[src/rtl/mul_seq_32.sv]
// Sequential shift-and-add multiplier, WIDTH x WIDTH -> 2*WIDTH bits.
// Latency: done pulses WIDTH+1 edges after the accepting edge; one op in flight at a time.
// Backpressure: start is only sampled in IDLE or DONE; it is ignored while busy.
// Optional macro MUL_SIGNED_EN: two's-complement operands via magnitude multiply plus sign fix-up.
module mul_seq_32 #(
  parameter int WIDTH = 32
) (
  input  logic                 clk,
  input  logic                 rst_n,
  input  logic                 start,
  input  logic [WIDTH-1:0]     a,
  input  logic [WIDTH-1:0]     b,
  output logic                 busy,
  output logic                 done,
  output logic [2*WIDTH-1:0]   product
);

  localparam int CW = $clog2(WIDTH) + 1;

  typedef enum logic [1:0] {IDLE, CALC, DONE} state_t;

  state_t               state_q, state_d;
  logic [WIDTH-1:0]     mcand_q, mcand_d;
  logic [WIDTH-1:0]     acc_hi_q, acc_hi_d;
  logic [WIDTH-1:0]     acc_lo_q, acc_lo_d;
  logic [CW-1:0]        count_q, count_d;
  logic [2*WIDTH-1:0]   product_q, product_d;

  logic [WIDTH-1:0]     add_op;
  logic [WIDTH-1:0]     add_sum;
  logic                 add_cout;

  // Operand magnitudes and final product as seen by the datapath
  logic [WIDTH-1:0]     a_mag, b_mag;
  logic [2*WIDTH-1:0]   acc_full, result;

  assign acc_full = {acc_hi_q, acc_lo_q};

`ifdef MUL_SIGNED_EN
  logic neg_q, neg_d;

  // Most-negative input maps to magnitude 2^(WIDTH-1), which still fits unsigned
  assign a_mag  = a[WIDTH-1] ? (~a + 1'b1) : a;
  assign b_mag  = b[WIDTH-1] ? (~b + 1'b1) : b;
  assign result = neg_q ? (~acc_full + 1'b1) : acc_full;

  // Sign of the result, latched with the operands
  always_ff @(posedge clk or negedge rst_n) begin
    if (!rst_n) neg_q <= 1'b0;
    else        neg_q <= neg_d;
  end

  // Sign only changes when a new request is accepted
  always_comb begin
    neg_d = neg_q;
    if (start && (state_q == IDLE || state_q == DONE))
      neg_d = a[WIDTH-1] ^ b[WIDTH-1];
  end
`else
  assign a_mag  = a;
  assign b_mag  = b;
  assign result = acc_full;
`endif

  // Ripple-carry adder: acc_hi plus mcand when the current multiplier bit is set
  always_comb begin : rca
    logic c;
    add_op  = acc_lo_q[0] ? mcand_q : '0;
    add_sum = '0;
    c       = 1'b0;
    for (int i = 0; i < WIDTH; i++) begin
      add_sum[i] = acc_hi_q[i] ^ add_op[i] ^ c;
      c          = (acc_hi_q[i] & add_op[i]) | (c & (acc_hi_q[i] ^ add_op[i]));
    end
    add_cout = c;
  end

  // State and datapath registers
  always_ff @(posedge clk or negedge rst_n) begin
    if (!rst_n) begin
      state_q   <= IDLE;
      mcand_q   <= '0;
      acc_hi_q  <= '0;
      acc_lo_q  <= '0;
      count_q   <= '0;
      product_q <= '0;
    end else begin
      state_q   <= state_d;
      mcand_q   <= mcand_d;
      acc_hi_q  <= acc_hi_d;
      acc_lo_q  <= acc_lo_d;
      count_q   <= count_d;
      product_q <= product_d;
    end
  end

  // Next-state, datapath update and status outputs
  always_comb begin
    state_d   = state_q;
    mcand_d   = mcand_q;
    acc_hi_d  = acc_hi_q;
    acc_lo_d  = acc_lo_q;
    count_d   = count_q;
    product_d = product_q;
    busy      = (state_q == CALC);
    done      = (state_q == DONE);

    case (state_q)
      IDLE, DONE: begin
        if (start) begin
          state_d  = CALC;
          mcand_d  = a_mag;
          acc_lo_d = b_mag;
          acc_hi_d = '0;
          count_d  = '0;
        end else begin
          state_d  = IDLE;
        end
      end
      CALC: begin
        if (count_q == CW'(WIDTH)) begin
          // All multiplier bits consumed; publish the accumulator
          state_d   = DONE;
          product_d = result;
        end else begin
          // Carry-out becomes the top bit as the accumulator shifts right
          {acc_hi_d, acc_lo_d} = {add_cout, add_sum, acc_lo_q[WIDTH-1:1]};
          count_d              = count_q + 1'b1;
        end
      end
      default: state_d = IDLE;
    endcase
  end

  assign product = product_q;

endmodule

[config.mk]
export PLATFORM = sky130hd
export DESIGN_NAME = mul_seq_32
export DESIGN_NICKNAME = d
export VERILOG_FILES = /design/src/rtl/mul_seq_32.sv
export SDC_FILE = /design/constraint.sdc
export NUM_CORES = 1
export LEC_CHECK = 0
export BUFFER_PORTS_ARGS = -buffer_cell sky130_fd_sc_hd__buf_2
export CORE_UTILIZATION = 60
export DETAILED_ROUTE_END_ITERATION = 10
export PLACE_DENSITY = 0.82
export SKIP_CTS_REPAIR_TIMING = 1
export SLEW_MARGIN = 25
export SYNTH_ARGS = -nofsm -noshare
export SYNTH_HDL_FRONTEND = slang
export SYNTH_SLANG_ARGS = --single-unit
export TNS_END_PERCENT = 5
[constraint.sdc]
create_clock -name clk -period 20.7 [get_ports clk]
set_input_delay 5.175 -clock clk [delete_from_list [all_inputs] [get_ports clk]]
set_output_delay 5.175 -clock clk [all_outputs]
set_load 0.05 [all_outputs]
# Yosys cells after proc, flatten, opt, wreduce, memory -nomap -nowiden
# Index checks and enable logic that the tools add are counted.
op_classes:
  addsub: 1
  eq_ne: 6
  mux: 13
  n_bitwise: 157
  n_reduce_logical: 6
ops:
  columns: ["cell", "count"]
  rows:
  - ["$mux 32", 5]
  - ["$pmux 32 s2", 2]
  - ["$and 1x1->1", 63]
  - ["$xor 1x1->1", 63]
  - ["$or 1x1->1", 31]
  - ["$mux 6", 2]
  - ["$pmux 6 s2", 1]
  - ["$add 6x1->6 const B", 1]
  - ["$eq 6x6->1 const B", 1]
  - ["$ne 2x2->1 const B", 2]
  - ["$pmux 2 s2", 1]
  - ["$reduce_and 2->1", 2]
  - ["$reduce_and 3->1", 1]
  - ["$eq 2x1->1 const B", 1]
  - ["$eq 2x2->1 const B", 1]
  - ["$logic_not 2->1", 1]
  - ["$mux 2", 1]
  - ["$ne 2x1->1 const B", 1]
  - ["$reduce_bool 2->1", 1]
  - ["$reduce_or 2->1", 1]
  - ["$mux 1", 1]
totals:
  regBits: 168
  in_bits: 67
  output_inout_bits: 66
  elab_cells: 189

# Longest topological paths before layout
logic_depth:
  word_depth: 66
  mapped_depth: 41
  depth_no_buf: 39

# Worst setup path before layout
# OpenSTA, ideal clock, no wires.
synth_path:
  kind: "register -> register"
  startpoint: "reg acc_lo_q[0]"
  endpoint: "reg acc_hi_q[30]"
  setup_time_ns: 0.130
  arrival_time_ns: 13.078
  required_time_ns: 20.570
  path_slack_ns: 7.492
  stages_incl_launch_ff: 42
  n_path_buf: 2
  synth_period_minus_slack_ns: 13.208
  path_cell_list: "dfrtp_1 clkbuf_1 clkbuf_1 and2_1 ha_1 inv_1 fa_1 fa_1 fa_1 fa_1 fa_1 fa_1 fa_1 fa_1 fa_1 fa_1 fa_1 fa_1 (+6 left out) fa_1 fa_1 fa_1 inv_1 fa_1 inv_1 fa_1 fa_1 fa_1 fa_1 fa_1 inv_1 fa_1 inv_1 fa_1 fa_1 fa_1 o21ai_0"
synth_between:
  elab_chain_cells: 65
  word_cells_on_any_way: 126
  cone_classes: "mux: 3; bitwise: 123"
synth_rtl:
  columns: ["element", "line", "text"]
  rows:
  - ["start: declaration", "25", "logic [WIDTH-1:0] acc_lo_q, acc_lo_d;"]
  - ["start signal: assignment", "91", "acc_lo_q <= acc_lo_d;"]
  - ["$mux 32 *", "68", "add_op = acc_lo_q[0] ? mcand_q : '0;"]
  - ["$and 1x1->1 or $xor 1x1->1 (tied branches)", "73", "c = (acc_hi_q[i] & add_op[i]) | (c & (acc_hi_q[i] ^ add_op[i]));"]
  - ["$and 1x1->1", "73", null]
  - ["$or 1x1->1", "73", null]
  - ["$and 1x1->1", "73", null]
  - ["$or 1x1->1", "73", null]
  - ["$and 1x1->1", "73", null]
  - ["$or 1x1->1", "73", null]
  - ["(+49 left out)", null, null]
  - ["$or 1x1->1", "73", null]
  - ["$and 1x1->1", "73", null]
  - ["$or 1x1->1", "73", null]
  - ["$and 1x1->1", "73", null]
  - ["$or 1x1->1", "73", null]
  - ["$xor 1x1->1 *", "72", "add_sum[i] = acc_hi_q[i] ^ add_op[i] ^ c;"]
  - ["$mux 32 *", "121", "if (count_q == CW'(WIDTH)) begin"]
  - ["$pmux 32 s2 *", "108", "case (state_q)"]
  - ["end signal: assignment", "90", "acc_hi_q <= acc_hi_d;"]
  - ["end: declaration", "24", "logic [WIDTH-1:0] acc_hi_q, acc_hi_d;"]
# Mark *: on every way between the ends. The rest lies on a longest branch, timed or not. The select of a mux whose other input is x is not followed.
# A chain may end at the register's enable or synchronous reset.

# Worst setup path after layout
# Same ends and word-level chain as after synthesis.

==> flow_summary.toml <==
[setup_path]
worstPathRequired_ns = 20.96
slowest_delay_ns = 0.66
worst_path_most_repeated_cell = "fa_1"
startpoint_type = "flop"
crit_slowest_cell = "dfrtp_1"
critPathMaxFanout = 17
path_class = "reg -> reg"
endpoint_kind = "flop"
cp.arrival_ns = 14.05

[place]
dp_hpwl_um = 9440
gp_congestion = 0.757
port_buffers = 132
dpl_worst_slack_ns = 6.98
place_area_um2 = 8360

[logic_synthesis]
synth_top_area_share_pct = 55.2
synth.avg_cell_area_um2 = 13.5
yosys_warnings = 0
ys_seq_elements = 168
netlist_area_um2 = 7610
synth.distinct_cells = 27
synth_nets = 664
yosysSeqAreaShare_pct = 55.2
synth.area.top_cells = "dfrtp_1 55%, mux2_4 9.7%, fa_1 8.2%, mux2_2 7.0%, o22a_1 3.7%"
syn_inst = 563
yosys.area.top_type = "dfrtp_1"

[layout]
nNetsFinal = 784
finish.instance_area_um2 = 8920
final_util_pct = 73.0
fillers = 844
area_growth_syn_to_layout_pct = 17.2
drive_gt1_share_pct = 38.2

[routing]
drt-wirelength-per-cell_um = 16.6
vias_per_cell = 5.46
drt_iter0_markers = 234
drc_errors = 0
drt_wl_total_um = 14300
antenna_left = 0
dr.pass1.iters = 4
num_vias = 4705

[power]
pwr-share-seq_pct = 35.6
p_switching_mw = 0.700
p_int_mw = 0.985
pwr-share-comb_pct = 46.7
power_density_nw_per_um2 = 189
p_leak_nw = 4.16
clkPwrFrac_pct = 17.6
vdd_drop_max_mv = 0.0987
switching_share_pct = 41.6

[clocking]
insertion_delay_ns = 0.42
clock-sinks = 168
cts_tree = "yes"
cts-htree-levels = 4
clk_pin_slew_ns = 0.06
root_buffer = "clkbuf_16"
clock_path_buffers = 2
numCtsBuffers = 17

[global_route]
overflow = 0
grt_pass1_wl_um = 24500
grt_max_degree = 102
grt_use_total_pct = 24.5
grt_pass1_vias = 5012
grt_antenna_before_repair = 0

[timing]
hold_violations = 0
tightestPinTransition_ns = 0.913
fin_setup_tns_ns = 0
hold_slack_ns = 0.498
fin_ws_ns = 6.91
fmax_ghz = 0.0725
finalCritPeriodShare_pct = 66.6
relSlewSlack_pct = 39.1
slew_viol_final = 0
min_period_ns = 13.79
finClkSkew_ns = 0.00729
grt_setup_unrepaired = "false"
setup_viol = 0

[floorplanning]
die-area_um2 = 13100
std_cell_rows = 40
fp.dieW_um = 115
core_um2 = 12200
start_util_pct = 62.3
num_io_pins = 133
die_h_um = 115

[min_path]
hold_path_class = "reg -> reg"

[job]
cap_violations = 0

[outcome]
status = "completed"
==> cell type report <==
| type | count | area, µm² | share of cell area (%) |
|---|---|---|---|
| sequential | 168 | 4200 | 47.1 |
| multi-input combinational | 318 | 3080 | 34.6 |
| timing repair buffer | 137 | 708 | 7.94 |
| clock buffer | 25 | 515 | 5.78 |
| tap | 168 | 210 | 2.36 |
| inverter | 41 | 154 | 1.73 |
| clock inverter | 3 | 40.0 | 0.449 |
| antenna | 1 | 2.50 | 0.0281 |
==> worst max-delay path: cells and delay by family (launching register included) <==
family	cells	cell delay (ns)
fa+ha+maj	32	12.34
flops	1	0.66
buf+inv	5	0.33
simple gates	1	0.21
compound gates	1	0.08
==> Yosys cell counts <==
master	number
xor2_1	1
buf_4	3
o22a_1	32
nand2b_1	3
xnor2_1	1
buf_6	6
and2_1	3
nor2_1	1
nor2b_1	1
inv_1	41
mux2_2	47
nand4_1	1
or3b_4	1
nor2_2	1
nand3_1	39
nand2_1	33
buf_1	1
o21ai_0	37
o21ai_2	1
clkbuf_1	18
fa_1	31
o31ai_1	1
dfrtp_1	168
buf_2	8
o21a_1	32
mux2_4	49
ha_1	3
==> kinds of logic after synthesis <==
group / Yosys count / share of synthesized area [%]
adders and majority gates: 34 / 8.65
xor gates and xnor gates: 2 / 0.230
AOI/OAI and AO/OA: 103 / 9.48
buffers and inverters: 77 / 4.67
DFF: 168 / 55.2
and+or+nand+nor: 83 / 5.13
muxes: 96 / 16.6
==> metal layers <==
| layer | vias to the layer above | share of wire [%] | track usage (%) |
|---|---|---|---|
| met5 | - | 0 | 0 |
| met4 | 0 | 1.8 | 10.6 |
| met3 | 20 | 3.2 | 4.66 |
| met1 | 2407 | 42 | 30.5 |
| met2 | 111 | 53 | 42.1 |
| li1 | 2167 | - | - |
==> power groups by stage <==
stage / registers (mW) / clock network, mW / logic [mW]
5_1_grt: 0.621 / 0.317 / 0.872
4_1_cts: 0.600 / 0.303 / 0.799
2_1_floorplan: 0.764 / 0 / 0.437
6_report: 0.601 / 0.297 / 0.788
3_5_place_dp: 0.605 / 0 / 0.786
3_3_place_gp: 0.594 / 0 / 0.747
==> metrics by stage <==
step                      std cells  power [mW]
after global placement          832        1.34
after detailed placement        832        1.39
final                           861        1.69
after floorplan                 563        1.20
after CTS                       860        1.70
after global routing            860        1.81
==> cells in the final DEF (no fill, tap or decap) <==
| master | instances |
|---|---|
| or3b_4 | 1 |
| diode_2 | 1 |
| nor2b_1 | 1 |
| buf_6 | 2 |
| xnor2_1 | 1 |
| o22a_1 | 32 |
| clkbuf_8 | 6 |
| clkinv_2 | 2 |
| dfrtp_1 | 168 |
| nor2_1 | 1 |
| nand3_1 | 39 |
| xor2_1 | 1 |
| fa_1 | 31 |
| clkbuf_1 | 2 |
| buf_2 | 131 |
| o21ai_4 | 1 |
| nand2_8 | 1 |
| o21ai_0 | 37 |
| o31ai_1 | 1 |
| buf_4 | 4 |
| o21a_1 | 32 |
| nand4_1 | 1 |
| inv_1 | 41 |
| ha_1 | 3 |
| and2_1 | 3 |
| bufinv_16 | 1 |
| nand2b_1 | 2 |
| nor2_2 | 1 |
| nand2b_4 | 1 |
| mux2_2 | 47 |
| clkbuf_16 | 17 |
| mux2_4 | 49 |
| nand2_1 | 32 |
==> registers in the layout (all words and copies together) (netlist names) <==
| signal | cells |
|---|---|
| count_q | 6 |
| mcand_q | 32 |
| product | 64 |
| acc_lo_q | 32 |
| acc_hi_q | 32 |
| state_q | 2 |
==> path summary, 6_finish.rpt <==
check,start,endpoint,slack [ns],cells after the start
setup / recovery,acc_lo_q[0]$_DFFE_PN0P_,acc_hi_q[30]$_DFFE_PN0P_,6.91,39
hold / removal,mcand_q[0]$_DFFE_PN0P_,mcand_q[0]$_DFFE_PN0P_,0.50,1
setup reg to reg,acc_lo_q[0]$_DFFE_PN0P_,acc_hi_q[30]$_DFFE_PN0P_,6.91,39
hold reg to reg,mcand_q[0]$_DFFE_PN0P_,mcand_q[0]$_DFFE_PN0P_,0.50,1
max in group asynchronous,rst_n,product[18]$_DFFE_PN0P_,14.66,2
min in group asynchronous,rst_n,product[22]$_DFFE_PN0P_,4.80,1
Note: power is estimated with default switching activity, not from simulation.
